## src/rtl/display_pkg.sv

```systemverilog
// Shared glyph constants, BCD-to-segment lookup and converter state type for
// the multiplexed 7-segment display driver.
package display_pkg;

  // Glyphs are stored active-low in {g,f,e,d,c,b,a} order.
  localparam logic [6:0] SEG_0     = 7'b1000000;
  localparam logic [6:0] SEG_1     = 7'b1111001;
  localparam logic [6:0] SEG_2     = 7'b0100100;
  localparam logic [6:0] SEG_3     = 7'b0110000;
  localparam logic [6:0] SEG_4     = 7'b0011001;
  localparam logic [6:0] SEG_5     = 7'b0010010;
  localparam logic [6:0] SEG_6     = 7'b0000010;
  localparam logic [6:0] SEG_7     = 7'b1111000;
  localparam logic [6:0] SEG_8     = 7'b0000000;
  localparam logic [6:0] SEG_9     = 7'b0011000;
  localparam logic [6:0] SEG_DASH  = 7'b0111111;
  localparam logic [6:0] SEG_BLANK = 7'b1111111;

  typedef enum logic [1:0] {
    CONV_IDLE   = 2'd0,
    CONV_SHIFT  = 2'd1,
    CONV_COMMIT = 2'd2
  } conv_state_t;

  function automatic logic [6:0] bcd_to_seg(input logic [3:0] digit);
    logic [6:0] glyph;
    case (digit)
      4'd0:    glyph = SEG_0;
      4'd1:    glyph = SEG_1;
      4'd2:    glyph = SEG_2;
      4'd3:    glyph = SEG_3;
      4'd4:    glyph = SEG_4;
      4'd5:    glyph = SEG_5;
      4'd6:    glyph = SEG_6;
      4'd7:    glyph = SEG_7;
      4'd8:    glyph = SEG_8;
      4'd9:    glyph = SEG_9;
      default: glyph = SEG_BLANK;
    endcase
    return glyph;
  endfunction

  function automatic logic [63:0] pow10(input int n);
    logic [63:0] result;
    result = 64'd1;
    for (int i = 0; i < n; i++) begin
      result = result * 64'd10;
    end
    return result;
  endfunction

endpackage

```

## src/rtl/bin2bcd_seq.sv

```systemverilog
// Sequential shift-add-3 binary to BCD converter; the visible BCD value and
// overflow flag change only on the commit cycle.
module bin2bcd_seq
  import display_pkg::*;
#(
  parameter int VALUE_W    = 9,
  parameter int NUM_DIGITS = 2
) (
  input  logic                    clk,
  input  logic                    reset,
  input  logic [VALUE_W-1:0]      value,
  input  logic                    load,
  output logic                    busy,
  output logic                    overflow,
  output logic [4*NUM_DIGITS-1:0] disp_bcd
);

  localparam int BW = 4 * NUM_DIGITS;
  localparam int CW = $clog2(VALUE_W + 1);
  localparam logic [CW-1:0] LAST_SHIFT = CW'(VALUE_W - 1);
  localparam logic [63:0]   OVF_LIMIT  = pow10(NUM_DIGITS);

  conv_state_t       state_r;
  conv_state_t       state_nxt_s;
  logic              capture_s;
  logic              shift_s;
  logic              commit_s;
  logic [VALUE_W-1:0] bin_r;
  logic [BW-1:0]     bcd_r;
  logic [BW-1:0]     adj_s;
  logic [CW-1:0]     cnt_r;
  logic              ovf_pend_r;
  logic              busy_r;
  logic              overflow_r;
  logic [BW-1:0]     disp_bcd_r;

  // Converter state register and registered busy flag.
  always_ff @(posedge clk or negedge reset) begin
    if (!reset) begin
      state_r <= CONV_IDLE;
      busy_r  <= 1'b0;
    end else begin
      state_r <= state_nxt_s;
      busy_r  <= (state_nxt_s != CONV_IDLE);
    end
  end

  // Next-state decode and datapath strobes.
  always_comb begin
    state_nxt_s = state_r;
    capture_s   = 1'b0;
    shift_s     = 1'b0;
    commit_s    = 1'b0;
    case (state_r)
      CONV_IDLE: begin
        if (load) begin
          capture_s   = 1'b1;
          state_nxt_s = CONV_SHIFT;
        end else begin
          state_nxt_s = CONV_IDLE;
        end
      end
      CONV_SHIFT: begin
        shift_s = 1'b1;
        if (cnt_r == LAST_SHIFT) begin
          state_nxt_s = CONV_COMMIT;
        end else begin
          state_nxt_s = CONV_SHIFT;
        end
      end
      CONV_COMMIT: begin
        commit_s    = 1'b1;
        state_nxt_s = CONV_IDLE;
      end
      default: begin
        state_nxt_s = CONV_IDLE;
      end
    endcase
  end

  // Add-3 correction applied to every working nibble before the shift.
  always_comb begin
    adj_s = bcd_r;
    for (int i = 0; i < NUM_DIGITS; i++) begin
      if (bcd_r[i*4 +: 4] >= 4'd5) begin
        adj_s[i*4 +: 4] = bcd_r[i*4 +: 4] + 4'd3;
      end else begin
        adj_s[i*4 +: 4] = bcd_r[i*4 +: 4];
      end
    end
  end

  // Working shift register; the carry out of the top nibble is dropped.
  always_ff @(posedge clk or negedge reset) begin
    if (!reset) begin
      bin_r      <= '0;
      bcd_r      <= '0;
      cnt_r      <= '0;
      ovf_pend_r <= 1'b0;
    end else if (capture_s) begin
      bin_r      <= value;
      bcd_r      <= '0;
      cnt_r      <= '0;
      ovf_pend_r <= (64'(value) >= OVF_LIMIT);
    end else if (shift_s) begin
      {bcd_r, bin_r} <= {adj_s[BW-2:0], bin_r, 1'b0};
      cnt_r          <= cnt_r + CW'(1);
    end else begin
      bin_r <= bin_r;
    end
  end

  // Displayed value and overflow flag, updated only on commit.
  always_ff @(posedge clk or negedge reset) begin
    if (!reset) begin
      disp_bcd_r <= '0;
      overflow_r <= 1'b0;
    end else if (commit_s) begin
      disp_bcd_r <= bcd_r;
      overflow_r <= ovf_pend_r;
    end else begin
      disp_bcd_r <= disp_bcd_r;
    end
  end

  assign busy     = busy_r;
  assign overflow = overflow_r;
  assign disp_bcd = disp_bcd_r;

endmodule

```

## src/rtl/multi_digit_display.sv

```systemverilog
// Multiplexed 7-segment driver: converts a loaded binary value to BCD and
// scans the digits with a blanking gap at the start of every dwell.
module multi_digit_display
  import display_pkg::*;
#(
  parameter int NUM_DIGITS       = 2,
  parameter int VALUE_W          = 9,
  parameter int DWELL_CYCLES     = 32768,
  parameter int BLANK_CYCLES     = 64,
  parameter int BLANK_LEADING    = 1,
  parameter int SEG_ACTIVE_LOW   = 1,
  parameter int DIGIT_ACTIVE_LOW = 1
) (
  input  logic                  clk,
  input  logic                  reset,
  input  logic [VALUE_W-1:0]    value,
  input  logic                  load,
  output logic                  busy,
  output logic                  overflow,
  output logic [NUM_DIGITS-1:0] digit_en,
  output logic [6:0]            seg
);

  localparam int DW = (DWELL_CYCLES > 1) ? $clog2(DWELL_CYCLES) : 1;
  localparam int SW = (NUM_DIGITS > 1) ? $clog2(NUM_DIGITS) : 1;
  localparam logic [DW-1:0] DWELL_LAST = DW'(DWELL_CYCLES - 1);
  localparam logic [DW-1:0] BLANK_END  = DW'(BLANK_CYCLES);
  localparam logic [SW-1:0] SCAN_LAST  = SW'(NUM_DIGITS - 1);
  localparam logic [6:0]    SEG_OFF    = (SEG_ACTIVE_LOW != 0) ? 7'b1111111 : 7'b0000000;
  localparam logic [NUM_DIGITS-1:0] DIGIT_OFF =
    (DIGIT_ACTIVE_LOW != 0) ? {NUM_DIGITS{1'b1}} : {NUM_DIGITS{1'b0}};

  logic [4*NUM_DIGITS-1:0] disp_bcd_s;
  logic                    overflow_s;
  logic [DW-1:0]           dwell_cnt_r;
  logic [SW-1:0]           scan_idx_r;
  logic [3:0]              nibble_s;
  logic                    upper_zero_s;
  logic [6:0]              glyph_s;
  logic [NUM_DIGITS-1:0]   sel_s;
  logic [6:0]              seg_r;
  logic [NUM_DIGITS-1:0]   digit_en_r;

  bin2bcd_seq #(
    .VALUE_W    (VALUE_W),
    .NUM_DIGITS (NUM_DIGITS)
  ) u_bin2bcd (
    .clk      (clk),
    .reset    (reset),
    .value    (value),
    .load     (load),
    .busy     (busy),
    .overflow (overflow_s),
    .disp_bcd (disp_bcd_s)
  );

  // Dwell timer and scanned digit index.
  always_ff @(posedge clk or negedge reset) begin
    if (!reset) begin
      dwell_cnt_r <= '0;
      scan_idx_r  <= '0;
    end else if (dwell_cnt_r == DWELL_LAST) begin
      dwell_cnt_r <= '0;
      if (scan_idx_r == SCAN_LAST) begin
        scan_idx_r <= '0;
      end else begin
        scan_idx_r <= scan_idx_r + SW'(1);
      end
    end else begin
      dwell_cnt_r <= dwell_cnt_r + DW'(1);
    end
  end

  // Glyph for the scanned digit, including dash and leading-zero blanking.
  always_comb begin
    nibble_s     = 4'd0;
    upper_zero_s = 1'b1;
    glyph_s      = SEG_BLANK;
    for (int i = 0; i < NUM_DIGITS; i++) begin
      if (i == int'(scan_idx_r)) begin
        nibble_s = disp_bcd_s[i*4 +: 4];
      end else begin
        nibble_s = nibble_s;
      end
      if ((i >= int'(scan_idx_r)) && (disp_bcd_s[i*4 +: 4] != 4'd0)) begin
        upper_zero_s = 1'b0;
      end else begin
        upper_zero_s = upper_zero_s;
      end
    end
    if (overflow_s) begin
      glyph_s = SEG_DASH;
    end else if ((BLANK_LEADING != 0) && (scan_idx_r != SW'(0)) && upper_zero_s) begin
      glyph_s = SEG_BLANK;
    end else begin
      glyph_s = bcd_to_seg(nibble_s);
    end
  end

  // One-hot digit select, suppressed during the anti-ghosting gap.
  always_comb begin
    sel_s = {NUM_DIGITS{1'b0}};
    for (int i = 0; i < NUM_DIGITS; i++) begin
      if ((i == int'(scan_idx_r)) && (dwell_cnt_r >= BLANK_END)) begin
        sel_s[i] = 1'b1;
      end else begin
        sel_s[i] = 1'b0;
      end
    end
  end

  // Output registers; board polarity is applied only here.
  always_ff @(posedge clk or negedge reset) begin
    if (!reset) begin
      seg_r      <= SEG_OFF;
      digit_en_r <= DIGIT_OFF;
    end else begin
      seg_r      <= (SEG_ACTIVE_LOW != 0) ? glyph_s : ~glyph_s;
      digit_en_r <= (DIGIT_ACTIVE_LOW != 0) ? ~sel_s : sel_s;
    end
  end

  assign overflow = overflow_s;
  assign seg      = seg_r;
  assign digit_en = digit_en_r;

endmodule

```

## config.mk

```make
export PLATFORM = sky130hd
export DESIGN_NAME = multi_digit_display
export DESIGN_NICKNAME = d
export VERILOG_FILES = /design/src/rtl/display_pkg.sv /design/src/rtl/bin2bcd_seq.sv /design/src/rtl/multi_digit_display.sv
export SDC_FILE = /design/constraint.sdc
export NUM_CORES = 1
export LEC_CHECK = 0
export CORE_MARGIN = 2
export CORE_UTILIZATION = 53
export CTS_BUF_LIST = sky130_fd_sc_hd__clkbuf_4 sky130_fd_sc_hd__clkbuf_8
export DETAILED_ROUTE_END_ITERATION = 8
export HOLD_SLACK_MARGIN = 0.02
export PLACE_DENSITY = 0.84
export SYNTH_ARGS = -nofsm -noshare
export SYNTH_HDL_FRONTEND = slang
export SYNTH_SLANG_ARGS = --single-unit
```

## constraint.sdc

```tcl
create_clock -name clk -period 4.8 [get_ports clk]
set_clock_uncertainty 0.05 [all_clocks]
set_input_delay 0.48 -clock clk [delete_from_list [all_inputs] [get_ports clk]]
set_output_delay 0.48 -clock clk [all_outputs]
set_load 0.005 [all_outputs]
```

==> metrics.csv <==
metric,value,unit
Syn. warnings,0,
Reg power frac,44.1,%
Worst Slack Setup Final,2800,ps
Sw Share,33.1,%
FMAX,501,MHz
Skew-Pair Late Insertion Delay,330,ps
Max transition margin,54.0,%
Clock Power Share,24.3,%
Post-synth ARST share,100,%
worst-path fanout max,10,
synthesized area per cell,10.6,sq um
fill count,422,
gr usage total,18.9,%
Min-Delay Path Class,input pin to asynchronous set/reset pin,
Cells after Synth,271,
final setup vio count,0,
FF-to-FF Start,u_bin2bcd.bcd_r[0]$_DFFE_PN0P_,
Fin Setup TNS,0,ps
final hold viol count,0,
measured slew at the worst slew-check pin,689,ps
Reg2Reg Depth,6,
Critical Path AT,2200,ps
Iter 0 DRT Violations,107,
Worst Setup SP,load,
pre-CTS setup slack,2470,ps
postcts setup bufs,0,
Post-synth EDFFs,0,
Worst setup SP type,input pin,
"wirelength, routed",5000,microns
average via count per standard cell,5.42,
met2 Usage GRT,30.9,%
core area,5170,sq um
CP Capture Type,flip-flop,
Die X,77.6,microns
Synth Flop Type,dfrtp_1,
status,finished clean,
initial antenna violation count,0,
row cnt,26,
grt ovf,0,
height of the die,77.6,microns
Slew Limit Fails,0,
vias in the first global route,1993,
Sw Pwr,0.575,mW
I/O Pins,23,
Yosys cell types,36,
CTS tree,built,
antenna-violating nets left,0,
"Data required, critical path",5010,ps
worst vdd ir,316,uV
full die area,6030,sq um
first-pass GRT wire length,8840,microns
initial core utilization,55.6,%
min Tclk post-route,2000,ps
Internal Power,1.16,mW
Yosys reg bits,59,
gp weighted congestion,0.939,
pin count of the biggest net entering global routing,60,
router iterations before antenna repair,4,
cells resized by post-CTS repair,0,
port bufs,22,
hold buffer count at CTS,0,
max-cap violation count,0,
RSZ-0062 raised after global routing,no,
DR DRC count,0,
fin cells,372,
synth cell count leaders,"dfrtp_1 (50), o21ai_0 (24), nand2_1 (20), nor2_1 (18), inv_1 (15)",
Multi-input gate area,1280,sq um
most numerous cell in the Yosys netlist,dfrtp_1,
grt met3 use,6.63,%
mapped cell area,2870,sq um
kind of critical path,input pin to flip-flop,
Antenna Cells,0,
met1 Usage GRT,23.2,%
PwrDens,522,nW/um^2
clk buf depth,2,
# placed instances,356,
CTS root buffer,clkbuf_8,
post-synth top area cell,dfrtp_1,
dpl hpwl,3490,microns
Sequential Area,1490,sq um
Post-DP Area,3140,sq um
Sink Count,59,
sequential share of the synthesized area,51.8,%
CTS Buf Count,9,
R2R setup slack,2930,ps
GRT busiest layer,met2,
WL/cell,13.4,microns
clock-pin slew on the worst setup and hold paths,70,ps
Mapped Nets,296,
Leak,1.49,nW
P&R area growth vs syn,15.8,%
share of cells above drive strength 1,12.9,%
H-tree depth,3,
routed via count,2016,
ranking of synthesized cells by area,"dfrtp_1 (44%), dfstp_2 (8.2%), ha_1 (5.7%)",
fin area,3330,sq um
top-area cell type share of the netlist area,43.5,%
Final nets,322,
Combinational Power Share,31.6,%
Reg-to-Reg End,u_bin2bcd.bcd_r[2]$_DFFE_PN0P_,
Tcrit/Tclk final,41.6,%
## final cells by class
| cell class | instances | share of cell area, % |
|---|---|---|
| flip-flops and latches | 59 | 44.7 |
| multi-input cells | 188 | 38.4 |
| repair buffers | 24 | 6.91 |
| clock buffers | 14 | 5.41 |
| well taps | 70 | 2.63 |
| inverters | 15 | 1.69 |
| clock inverters | 2 | 0.301 |
## flip-flops by register name, summed over array words and instances (netlist names), 2 cells and up
signal,cells
u_bin2bcd.bcd_r,8
u_bin2bcd.bin_r,9
dwell_cnt_r,15
u_bin2bcd.state_r,2
u_bin2bcd.cnt_r,4
digit_en,2
u_bin2bcd.disp_bcd,8
seg,7
## worst max-delay path by stage
stage	end	slack [ps]	cells past startpoint
floorplan	u_bin2bcd.bcd_r[2]$_DFFE_PN0P_	3240	6
global placement	u_bin2bcd.ovf_pend_r$_DFFE_PN0P_	2550	5
detailed placement	u_bin2bcd.ovf_pend_r$_DFFE_PN0P_	2470	5
CTS	u_bin2bcd.ovf_pend_r$_DFFE_PN0P_	2820	5
global route	u_bin2bcd.ovf_pend_r$_DFFE_PN0P_	2590	5
finish	u_bin2bcd.ovf_pend_r$_DFFE_PN0P_	2800	5
## logic make-up (layout without fill, tap and decap cells)
logic type               count (synthesis)  after routing  synth area share, %
AND/OR/NAND/NOR                         84             84                 15.1
flip-flops                              59             59                 51.8
AO/OA/AOI/OAI                           56             56                 11.7
buffers and inverters                   24             55                 3.79
XOR/XNOR                                19             19                 6.05
multiplexers                            16             16                 5.92
adder cells (fa/ha/maj)                 13             13                 5.66
## layout by cell type (no fill, tap or decap), types with 2 or more instances in the layout
| cell | n |
|---|---|
| o21ai_0 | 24 |
| dfrtp_1 | 50 |
| dfstp_2 | 9 |
| clkinv_2 | 2 |
| xor2_1 | 4 |
| a22o_1 | 4 |
| nand2b_1 | 5 |
| nor2_1 | 18 |
| mux2_2 | 8 |
| nand2_1 | 20 |
| clkdlybuf4s50_1 | 21 |
| buf_4 | 2 |
| a22oi_1 | 8 |
| ha_1 | 13 |
| nand3_1 | 11 |
| mux2i_1 | 8 |
| clkbuf_8 | 12 |
| a21oi_1 | 12 |
| nor3_1 | 7 |
| nor4_1 | 4 |
| xnor2_1 | 14 |
| nand4_1 | 2 |
| nor2b_1 | 12 |
| clkbuf_4 | 2 |
| o22ai_1 | 2 |
| inv_1 | 15 |
## stage by stage
step           hold slack (ps)  utilization [%]  power (mW)
2_1_floorplan              134                -        1.13
3_3_place_gp               422             60.7        1.30
3_5_place_dp               422             60.7        1.33
4_1_cts                    244             64.4        1.76
5_1_grt                    278             64.4        1.89
6_report                   232             64.4        1.74
## power groups by stage
stage,sequential [mW],clock (mW),combinational [mW]
floorplan,0.737,0,0.393
global placement,0.769,0,0.528
detailed placement,0.774,0,0.554
CTS,0.767,0.435,0.557
global route,0.786,0.461,0.638
finish,0.766,0.422,0.550
## worst max-delay path: stages
cell and delay (ps):
clkdlybuf4s50_1 660, nor2b_1 490, nor2b_1 360, nor2_1 70, a31oi_1 140
## per-layer routing
layer,share of wire (%),wire (microns)
met1,44,2180
met2,50,2520
met3,4.3,216
met4,1.6,78
met5,0,0
Note: power is estimated with default switching activity, not from simulation.
